**src/rtl/rf_writeback_ctrl.sv**
```systemverilog
// rf_writeback_ctrl: merges single-cycle ALU results and long-latency results
// (buffered in a small FIFO) into the register file's single write port, and
// keeps a scoreboard of destination registers with writes still pending.
// Optional feature macro: RF_WB_BYPASS_EN adds a read-side bypass of the
// registered write port (byp_raddr / byp_hit / byp_data).
module rf_writeback_ctrl #(
    parameter int XLEN         = 32,
    parameter int FIFO_DEPTH   = 4,
    parameter int STARVE_LIMIT = 8
) (
    input  logic                          clk,
    input  logic                          resetn,
    input  logic                          alu_valid,
    output logic                          alu_ready,
    input  logic [4:0]                    alu_rd,
    input  logic [XLEN-1:0]               alu_data,
    input  logic                          lsu_valid,
    output logic                          lsu_ready,
    input  logic [4:0]                    lsu_rd,
    input  logic [XLEN-1:0]               lsu_data,
    input  logic                          issue_valid,
    input  logic [4:0]                    issue_rd,
    output logic [31:0]                   busy,
    output logic [$clog2(FIFO_DEPTH):0]   fifo_count,
`ifdef RF_WB_BYPASS_EN
    input  logic [4:0]                    byp_raddr,
    output logic                          byp_hit,
    output logic [XLEN-1:0]               byp_data,
`endif
    output logic                          rf_regwrite,
    output logic [4:0]                    rf_waddr,
    output logic [XLEN-1:0]               rf_wdata
);

    localparam int AW = $clog2(FIFO_DEPTH);
    localparam int CW = $clog2(STARVE_LIMIT + 1);

    typedef enum logic {NORMAL = 1'b0, DRAIN = 1'b1} state_t;

    state_t          state, state_nxt;
    logic [4:0]      q_rd   [FIFO_DEPTH];
    logic [XLEN-1:0] q_data [FIFO_DEPTH];
    logic [AW-1:0]   wr_ptr, rd_ptr;
    logic [CW-1:0]   starve_cnt;
    logic [31:0]     busy_nxt;
    logic            fifo_empty, push, pop, starve_hit;
    logic            sel_valid;
    logic [4:0]      sel_rd;
    logic [XLEN-1:0] sel_data;

    assign fifo_empty = (fifo_count == '0);
    // Ready depends only on occupancy, so a full FIFO refuses a push even in a popping cycle.
    assign lsu_ready  = (fifo_count != (AW+1)'(FIFO_DEPTH));
    assign push       = lsu_valid && lsu_ready;

    // A non-empty FIFO that has been passed over STARVE_LIMIT cycles in a row forces a drain.
    assign starve_hit = (state == NORMAL) && !fifo_empty && !pop &&
                        (starve_cnt == CW'(STARVE_LIMIT - 1));

    // State register
    always_ff @(posedge clk or negedge resetn) begin
        if (!resetn) state <= NORMAL;
        else         state <= state_nxt;
    end

    // Next-state: DRAIN lasts a single cycle
    always_comb begin
        state_nxt = NORMAL;
        if (state == NORMAL && starve_hit) state_nxt = DRAIN;
    end

    // Output/select: ALU has priority in NORMAL, FIFO head wins in DRAIN
    always_comb begin
        alu_ready = 1'b0;
        pop       = 1'b0;
        sel_valid = 1'b0;
        sel_rd    = '0;
        sel_data  = '0;
        case (state)
            NORMAL: begin
                alu_ready = 1'b1;
                if (alu_valid) begin
                    sel_valid = 1'b1;
                    sel_rd    = alu_rd;
                    sel_data  = alu_data;
                end else if (!fifo_empty) begin
                    pop       = 1'b1;
                    sel_valid = 1'b1;
                    sel_rd    = q_rd[rd_ptr];
                    sel_data  = q_data[rd_ptr];
                end
            end
            DRAIN: begin
                if (!fifo_empty) begin
                    pop       = 1'b1;
                    sel_valid = 1'b1;
                    sel_rd    = q_rd[rd_ptr];
                    sel_data  = q_data[rd_ptr];
                end
            end
            default: ;
        endcase
    end

    // Starvation counter: counts consecutive NORMAL cycles with a waiting, unpopped head
    always_ff @(posedge clk or negedge resetn) begin
        if (!resetn)
            starve_cnt <= '0;
        else if (state != NORMAL || fifo_empty || pop || starve_hit)
            starve_cnt <= '0;
        else
            starve_cnt <= starve_cnt + 1'b1;
    end

    // FIFO storage; contents are don't-care until written, so no reset
    always_ff @(posedge clk) begin
        if (push) begin
            q_rd[wr_ptr]   <= lsu_rd;
            q_data[wr_ptr] <= lsu_data;
        end
    end

    // FIFO pointers and occupancy; power-of-two depth lets pointers wrap naturally
    always_ff @(posedge clk or negedge resetn) begin
        if (!resetn) begin
            wr_ptr     <= '0;
            rd_ptr     <= '0;
            fifo_count <= '0;
        end else begin
            if (push) wr_ptr <= wr_ptr + 1'b1;
            if (pop)  rd_ptr <= rd_ptr + 1'b1;
            case ({push, pop})
                2'b10:   fifo_count <= fifo_count + 1'b1;
                2'b01:   fifo_count <= fifo_count - 1'b1;
                default: ;
            endcase
        end
    end

    // Scoreboard update: FIFO write clears, issue sets (set wins), x0 never pending
    always_comb begin
        busy_nxt = busy;
        if (pop)         busy_nxt[sel_rd]   = 1'b0;
        if (issue_valid) busy_nxt[issue_rd] = 1'b1;
        busy_nxt[0] = 1'b0;
    end

    // Scoreboard register
    always_ff @(posedge clk or negedge resetn) begin
        if (!resetn) busy <= '0;
        else         busy <= busy_nxt;
    end

    // Registered write port; an x0 result is consumed without a write strobe
    always_ff @(posedge clk or negedge resetn) begin
        if (!resetn) begin
            rf_regwrite <= 1'b0;
            rf_waddr    <= '0;
            rf_wdata    <= '0;
        end else begin
            rf_regwrite <= sel_valid && (sel_rd != '0);
            if (sel_valid && (sel_rd != '0)) begin
                rf_waddr <= sel_rd;
                rf_wdata <= sel_data;
            end
        end
    end

`ifdef RF_WB_BYPASS_EN
    // Forward the write that is about to commit to a same-cycle reader
    assign byp_hit  = rf_regwrite && (rf_waddr == byp_raddr) && (byp_raddr != '0);
    assign byp_data = byp_hit ? rf_wdata : '0;
`endif

endmodule

```
**config.mk**
```make
export PLATFORM = sky130hd
export DESIGN_NAME = rf_writeback_ctrl
export DESIGN_NICKNAME = d
export VERILOG_FILES = /design/src/rtl/rf_writeback_ctrl.sv
export SDC_FILE = /design/constraint.sdc
export NUM_CORES = 1
export LEC_CHECK = 0
export ABC_AREA = 1
export CELL_PAD_IN_SITES_DETAIL_PLACEMENT = 2
export CELL_PAD_IN_SITES_GLOBAL_PLACEMENT = 2
export CORE_ASPECT_RATIO = 1.5
export CORE_MARGIN = 2
export CORE_UTILIZATION = 43
export CTS_CLUSTER_SIZE = 25
export DETAILED_ROUTE_END_ITERATION = 16
export DONT_BUFFER_PORTS = 1
export PLACE_DENSITY = 0.95
export SLEW_MARGIN = 20
export SYNTH_ARGS = -nofsm -noshare
export SYNTH_HDL_FRONTEND = slang
export SYNTH_SLANG_ARGS = --single-unit
```
**constraint.sdc**
```tcl
create_clock -name clk -period 7.1 [get_ports clk]
set_clock_uncertainty 0.1 [all_clocks]
set_input_delay 1.775 -clock clk [delete_from_list [all_inputs] [get_ports clk]]
set_output_delay 1.775 -clock clk [all_outputs]
set_load 0.1 [all_outputs]
```
* Yosys cells after proc, flatten, opt, wreduce, memory -nomap -nowiden
Memory sizes are Yosys's and may differ from the RTL's. Index checks and enable logic that the tools add are counted.
Operators by class: order comparisons 4, equality and inequality tests 4, add/subtract/negate cells 5, muxes and demuxes 23, reductions and logical operators 16, bitwise operators 4
Operators with widths (count):
- two-way mux 32 bit | 4
- one-hot mux 32 bit (2 select lines) | 1
- AND 32 bit | 1
- inverter 32 bit | 1
- bitwise OR 32 bit | 1
- less-than comparator 5 x 6 -> 1 bit, second input constant | 2
- demux 1 bit (select 5 bit) | 2
- greater-or-equal comparator 5 x 1 -> 1 bit, second input constant | 2
- two-way mux 5 bit | 2
- one-hot mux 5 bit (2 select lines) | 1
- two-way mux 1 bit | 9
- logical AND 1 bit | 8
- one-hot mux 3 bit (2 select lines) | 1
- nonzero test 5 bit | 1
- adder 2 x 1 -> 2 bit, second input constant | 2
- adder 4 x 1 -> 4 bit, second input constant | 1
- == test 4 x 3 -> 1 bit, second input constant | 1
- two-way mux 4 bit | 1
- one-hot mux 1 bit (2 select lines) | 2
- adder 3 x 1 -> 3 bit, second input constant | 1
- zero test 3 bit | 1
- logical OR 1 bit | 3
- inequality test 3 bit, second input constant | 1
- subtractor 3 x 1 -> 3 bit, second input constant | 1
- other kinds (5) | 6
Word-level totals: bits in writable memories 148, memories 2, bits in registers 81, logic and storage cells 67, bits of input ports 84, output and inout bits 75
Memories:
- q_data | depth 4, bits a word 32, rd ports 1, clocked after Yosys merged registers in 0, write ports 1, RTL line 42 | logic [XLEN-1:0] q_data [FIFO_DEPTH];
- q_rd | depth 4, bits a word 5, rd ports 1, clocked after Yosys merged registers in 0, write ports 1, RTL line 41 | logic [4:0] q_rd [FIFO_DEPTH];

* Logic depth before layout (Yosys ltp)
Gate-level depths: netlist (run 1).
depth after elaboration 13, mapped depth 12, depth with buffers taken out 10

* Worst setup path before layout (run 1)
Ideal clock, no wire load.
path kind flip-flop to flip-flop, from reg fifo_count[1], to mem q_data[0][0], enable pin, cell stages (with the launch flop) 5, period minus slack after synthesis 4320 ps, arrival time 3789 ps, setup time 431 ps, setup slack 2780 ps, data required time 6569 ps, buffers on the path 0, cell sequence dfrtp_1 nor2_2 nand2_1 nand2_1 nor2_1
On the way: cells in the longest elaborated chain, start to end 4
RTL lines:
- start: declaration | RTL line 24 | output logic [$clog2(FIFO_DEPTH):0] fifo_count,
- start signal: assignment | RTL line 133 | 2'b10: fifo_count <= fifo_count + 1'b1;
- start signal: assignment | RTL line 134 | 2'b01: fifo_count <= fifo_count - 1'b1;
- inequality test 3 bit | RTL line 53 | assign lsu_ready = (fifo_count != (AW+1)'(FIFO_DEPTH));
- net lsu_ready | RTL line 18 | output logic lsu_ready,
- logical AND 1 bit | RTL line 54 | assign push = lsu_valid && lsu_ready;
- two-way mux 1 bit | RTL line 117 | if (push) begin
- two-way mux 1 bit (not written as such) | RTL line 119 | q_data[wr_ptr] <= lsu_data;
- end: declaration | RTL line 42
The timed path passes the listed nets, and every way through them passes these cells.

* Worst setup path after layout (run 1)
from in alu_valid, to reg rf_wdata[11]
On the way: cells in the longest elaborated chain, start to end 4, elaborated cells on any way between the ends 8, classes of those cells mux: 6; reduce/logical: 2
RTL lines:
- start: declaration | RTL line 13 | input logic alu_valid,
- two-way mux 5 bit | RTL line 82 | if (alu_valid) begin
- one-hot mux 5 bit (2 select lines) | RTL line 79 | case (state)
- nonzero test 5 bit | RTL line 162 | if (sel_valid && (sel_rd != '0)) begin
- logical AND 1 bit | RTL line 162
- end signal: assignment | RTL line 164 | rf_wdata <= sel_data;
- end: declaration | RTL line 32 | output logic [XLEN-1:0] rf_wdata
Several ways; a longest one is shown, not always the timed one. A chain may end at the register's enable or synchronous reset.

==> impl_metrics.yaml, run 1 <==
clock_tree:
  post_cts_resized: 0
  cts_tree: "yes"
  cts_htree_levels: 1
  ctsRootBufferMaster: "clkbuf_16"
  clk_latency_ns: 0.52
  cts_sinks: 229
  cts-hold-fix-buffers: 0
  clk_pin_slew_ns: 0.06
  clockBufferDepth: 3
  post_cts_buffers: 0
  cts_buffers: 23
global_route:
  grt_max_degree: 82
  antenna_found_initial: 1
  grt_pass1_wl_um: 44640
  gr-total-overflow: 0
  grt_pass1_vias: 7815
  grt.total_usage: 0.2420
drt:
  vias: 6872
  ant_nets: 0
  drtIter0Drc: 250
  drtPass1Iterations: 4
  drt_wl_total_um: 28430
  drc_errors: 0
  wl_per_cell_um: 23.25
  via_per_inst: 5.619
min_path:
  min_from: "starve_cnt[0]$_DFF_PN0_"
  min_path_cells: 1
  hold_end: "starve_cnt[0]$_DFF_PN0_"
  hold_class: "reg2reg"
synthesis:
  yosys.cell_types.count: 28
  synth_top_area_frac: 0.4590
  ys_async_sr_fraction: 0.3537
  synth_nets: 1032
  synth-seq-cells: 229
  ys_seq_area_frac: 0.6683
  synth_ff_type: "edfxtp_1"
  postSynthCellCount: 941
  synth.area.top_cells: "edfxtp_1 46%, dfrtp_1 21%, nand2_1 15%"
  avgSynthCellArea_um2: 10.29
  synth_top_cell_by_area: "edfxtp_1"
  ys_warn_count: 0
  synth-edff-count: 148
  netlist_area_um2: 9683
worst_setup_path:
  r2r-start: "fifo_count[0]$_DFFE_PN0P_"
  rr_endpoint: "fifo_count[2]$_DFFE_PN0P_"
  crit_arrival_ns: 5.10
  path_class: "in2reg"
  startpoint_type: "input pin"
  cp-end-kind: "register"
  critPathRequiredTime_ns: 7.39
  reg2reg_slack_ns: 3.10
  r2r_cells: 9
  path_max_fanout: 41
placement:
  dp_hpwl_um: 18500
  portBuffers: 0
  gp_congestion: 0.7283
sta:
  finalHoldViolCount: 0
  fin_crit_ns: 4.813
  slew_viol_final: 0
  fmax_mhz: 207.8
  setup_tns_ns: 0
  slew_headroom: 0.3313
  grt_setup_unrepaired: "false"
  setup_violations: 0
  finalCritPeriodShare: 0.6779
  worst_pin_slew_ns: 1.003
floorplanning:
  die_y_um: 187.8
  row_count: 67
  initial_core_util: 0.4359
  die_w_um: 126.5
  core_um2: 22220
  design.die.area_um2: 23760
  io_pins: 159
final_layout:
  finalCoreUtilization: 0.4781
  area_growth_syn_to_layout_pct: 9.678
  final_common_cell: "nand2_1"
  fillers: 2269
  drive_above_1_share: 0.07611
  fin_nets: 1020
  final_cell_mix: "391 x nand2_1, 148 x edfxtp_1, 134 x nand3_1"
status:
  outcome: "completed"
flow_run:
  maxCapViolCount: 0
worst max-delay path, cell delays in order:
cell and delay (ns):
inv_1 0.04, nor2_4 0.43, buf_4 0.40, a21oi_4 0.06, buf_4 0.31, nand3_2 0.18
nand2_2 0.12, nor2_4 0.78, nand3_4 0.59, nand2_1 0.24, nand2_1 0.08
per-stage QoR:
step	worst slack, ns	instance area, um^2	hold slack (ns)	cells
final	2.287	10620	0.3860	1223
after global routing	1.954	10620	0.4247	1223
after CTS	2.199	10620	0.3974	1222
after global placement	1.935	9897	0.3595	1180
after detailed placement	1.697	9897	0.3862	1180
after floorplan	2.780	9683	0.3323	941
flip-flops by register name, indices dropped and copies added, names as in the netlist:
signal	flops
busy	31
fifo_count	3
rf_wdata	32
q_data	128
rf_waddr	5
state	1
rd_ptr	2
rf_regwrite	1
q_rd	20
starve_cnt	4
wr_ptr	2
worst max path at each step:
stage / start / endpoint / slack [ns] / cells after the start
after floorplan: fifo_count[1]$_DFFE_PN0P_ / q_data[0][0]$_DFFE_PP_ / 2.78 / 4
after global placement: alu_valid / rf_wdata[1]$_DFFE_PN0P_ / 1.94 / 11
after detailed placement: alu_valid / rf_wdata[19]$_DFFE_PN0P_ / 1.70 / 11
after CTS: alu_valid / rf_wdata[11]$_DFFE_PN0P_ / 2.20 / 11
after global routing: alu_valid / rf_wdata[25]$_DFFE_PN0P_ / 1.95 / 11
final: alu_valid / rf_wdata[11]$_DFFE_PN0P_ / 2.29 / 11
synth_stat cells (6+ instances only):
| library cell | count |
|---|---|
| edfxtp_1 | 148 |
| dfrtp_1 | 81 |
| o21ai_0 | 6 |
| nor2_1 | 22 |
| buf_2 | 21 |
| ha_1 | 6 |
| inv_1 | 27 |
| nand4_1 | 37 |
| clkbuf_1 | 11 |
| nand2_1 | 391 |
| nor3_1 | 10 |
| nand2_2 | 6 |
| nand3_1 | 134 |
| buf_1 | 7 |
final cells by class:
class                      count  area (um^2)  share of cell area
antenna                        1        2.502           0.0002356
clock buffer                  35        680.7             0.06409
clock inverter                 7        40.04            0.003770
inverter                      30        112.6             0.01060
multi-input combinational    634         2883              0.2714
sequential                   229         6474              0.6096
tap                          276        345.3             0.03252
timing repair buffer          11        82.58            0.007776
metal layers:
layer	wire length (um)	up-vias	track usage
met4	1057	0	0.08791
met5	0	-	0
li1	-	3134	-
met1	10180	3478	0.2606
met3	1840	62	0.05991
met2	15350	198	0.4519
logic make-up after synthesis:
| logic type | Yosys count | synth area share |
|---|---|---|
| flip-flops | 229 | 0.6683 |
| AO/OA/AOI/OAI | 11 | 0.006849 |
| XOR/XNOR | 6 | 0.005427 |
| AND/OR/NAND/NOR | 609 | 0.2708 |
| other | 1 | 0.0003873 |
| adder cells (fa/ha/maj) | 7 | 0.009820 |
| buffers and inverters | 78 | 0.03838 |
Power of run 1 is not shown: default switching activity piles up to over one toggle a cycle in this logic, so the estimate is an artifact.
==> run 2: changes to the inputs <==
Settings changed: CORE_UTILIZATION 43 to 36, PLACE_DENSITY 0.95 to 0.87.
Clock period 7.1 ns to 4.3 ns, I/O delays scaled along.
==> run 2 against run 1 <==
  * Sequential share of layout area is 1.5 points lower
  * Final cell count increased by 5.7%
  * Non-clock buffer count rose by 8
  * Highest routed layer unchanged
  * Cell area grew 2.5%
  * Core utilization shrank 6.7 points
  * Wire length grew 5.7%
  * Worst hold slack worse by 0.24 ns
  * Die area increased by 19%
  * Register-to-register slack lost 2.0 ns
  * Via count is 1.4% higher
  * Critical path depth fell by 4
==> impl_metrics.yaml, run 2 (synthesis gave the netlist of run 1 again) <==
final_layout:
  reg_top3: "q_data: 128 flops, rf_wdata: 32 flops, busy: 31 flops"
  antenna_cells: 0
  top_register: "q_data"
  fin_nets: 1029
  final_cell_mix: "391 x nand2_1, 148 x edfxtp_1, 134 x nand3_1"
  finalCoreUtilization: 0.4111
  final_area_um2: 10890
  final_cells: 1293
  largest_reg_flops: 128
  final_common_cell: "nand2_1"
  drive_above_1_share: 0.08473
  area_growth_syn_to_layout_pct: 12.47
  fillers: 2775
placement:
  portBuffers: 0
  place_area_um2: 10050
  dp_hpwl_um: 19840
  post-place-cells: 1248
  gp_congestion: 0.7524
floorplanning:
  row_count: 73
  io_pins: 159
  initial_core_util: 0.3656
  die_y_um: 204.9
  core_um2: 26490
  design.die.area_um2: 28250
  die_w_um: 137.9
global_route:
  use_met3: 0.04256
  grt.total_usage: 0.2147
  grt_pass1_wl_um: 45560
  grt_max_degree: 82
  gr-total-overflow: 0
  antenna_found_initial: 0
  gr-usage-met1: 0.2330
  gr-usage-met2: 0.4111
  grt_pass1_vias: 7761
  busiest_layer: "met2"
worst_setup_path:
  crit_chain: "buf_4, nor2_2, nand2_1, buf_4, nand2_1, nor2_4, buf_4"
  crit_arrival_ns: 3.28
  path_class: "reg2reg"
  path_delay_family: "simple AND/OR/NAND/NOR gates"
  path_buf_inv: 3
  critPathSlowestCell: "nor2_4"
  startpoint_type: "register"
  cpPeakStageDelay_ns: 0.75
  cp-end-kind: "register"
  crit_path_frequent_cell: "buf_4"
  critPathRequiredTime_ns: 4.41
  path_max_fanout: 22
clock_tree:
  cts_htree_levels: 1
  post_cts_resized: 0
  clockBufferDepth: 3
  clk_latency_ns: 0.52
  ctsRootBufferMaster: "clkbuf_16"
  clk_pin_slew_ns: 0.07
  cts_sinks: 229
  post_cts_buffers: 0
  cts-hold-fix-buffers: 0
  cts_buffers: 24
  cts_tree: "yes"
drt:
  drc_errors: 0
  drtIter0Drc: 338
  drt_wl_total_um: 30060
  drtPass1Iterations: 5
  vias: 6968
  wl_per_cell_um: 23.25
  via_per_inst: 5.389
  ant_nets: 0
sta:
  fmax_mhz: 315.7
  setup_violations: 0
  slew_viol_final: 0
  worst_pin_slew_ns: 1.154
  slew_headroom: 0.2249
  grt_setup_unrepaired: "false"
  finalHoldViolCount: 0
  finalCritPeriodShare: 0.7367
  setup_tns_ns: 0
  fin_crit_ns: 3.168
flow_run:
  maxCapViolCount: 0
min_path:
  hold_class: "in2async"
status:
  outcome: "completed"
==> run 2: cell type report <==
type                       count  area, um^2  share of cell area
clock inverter                 9       98.84            0.009076
sequential                   229        6474              0.5944
multi-input combinational    634        2883              0.2647
tap                          337       421.7             0.03872
inverter                      30       112.6             0.01034
clock buffer                  35       713.2             0.06549
timing repair buffer          19       187.7             0.01723
==> run 2: worst register-to-register path, cell delays in order, from the launching register on <==
cell and delay (ns):
dfrtp_1 0.33, buf_4 0.31, nor2_2 0.13, nand2_1 0.08, buf_4 0.30, nand2_1 0.48, nor2_4 0.76, buf_4 0.36
==> run 2: worst paths after layout <==
check	end	slack, ns	startpoint	depth (start not counted)
setup / recovery	q_data[0][30]$_DFFE_PP_	1.13	fifo_count[1]$_DFFE_PN0P_	7
hold / removal	busy[22]$_DFF_PN0_	0.15	resetn	0
setup reg to reg	q_data[0][30]$_DFFE_PP_	1.13	fifo_count[1]$_DFFE_PN0P_	7
hold reg to reg	starve_cnt[0]$_DFF_PN0_	0.37	starve_cnt[0]$_DFF_PN0_	1
max in group asynchronous	rf_wdata[24]$_DFFE_PN0P_	3.80	resetn	0
min in group clk	starve_cnt[0]$_DFF_PN0_	0.37	starve_cnt[0]$_DFF_PN0_	1
==> run 2: metrics by stage <==
step	hold slack [ns]	worst slack, ns
2_1_floorplan	0.3323	-0.02013
3_3_place_gp	0.3638	0.5027
3_5_place_dp	0.3666	0.3596
4_1_cts	0.1272	0.8002
5_1_grt	0.1222	0.9614
6_report	0.1486	1.132
==> run 2: per-layer routing <==
layer  routed length, um  share of wire
met4                 823          0.027
met3                1583          0.053
met5                   0              0
met2               16660           0.55
met1               10990           0.37
Power of run 2 is left out for the same reason.
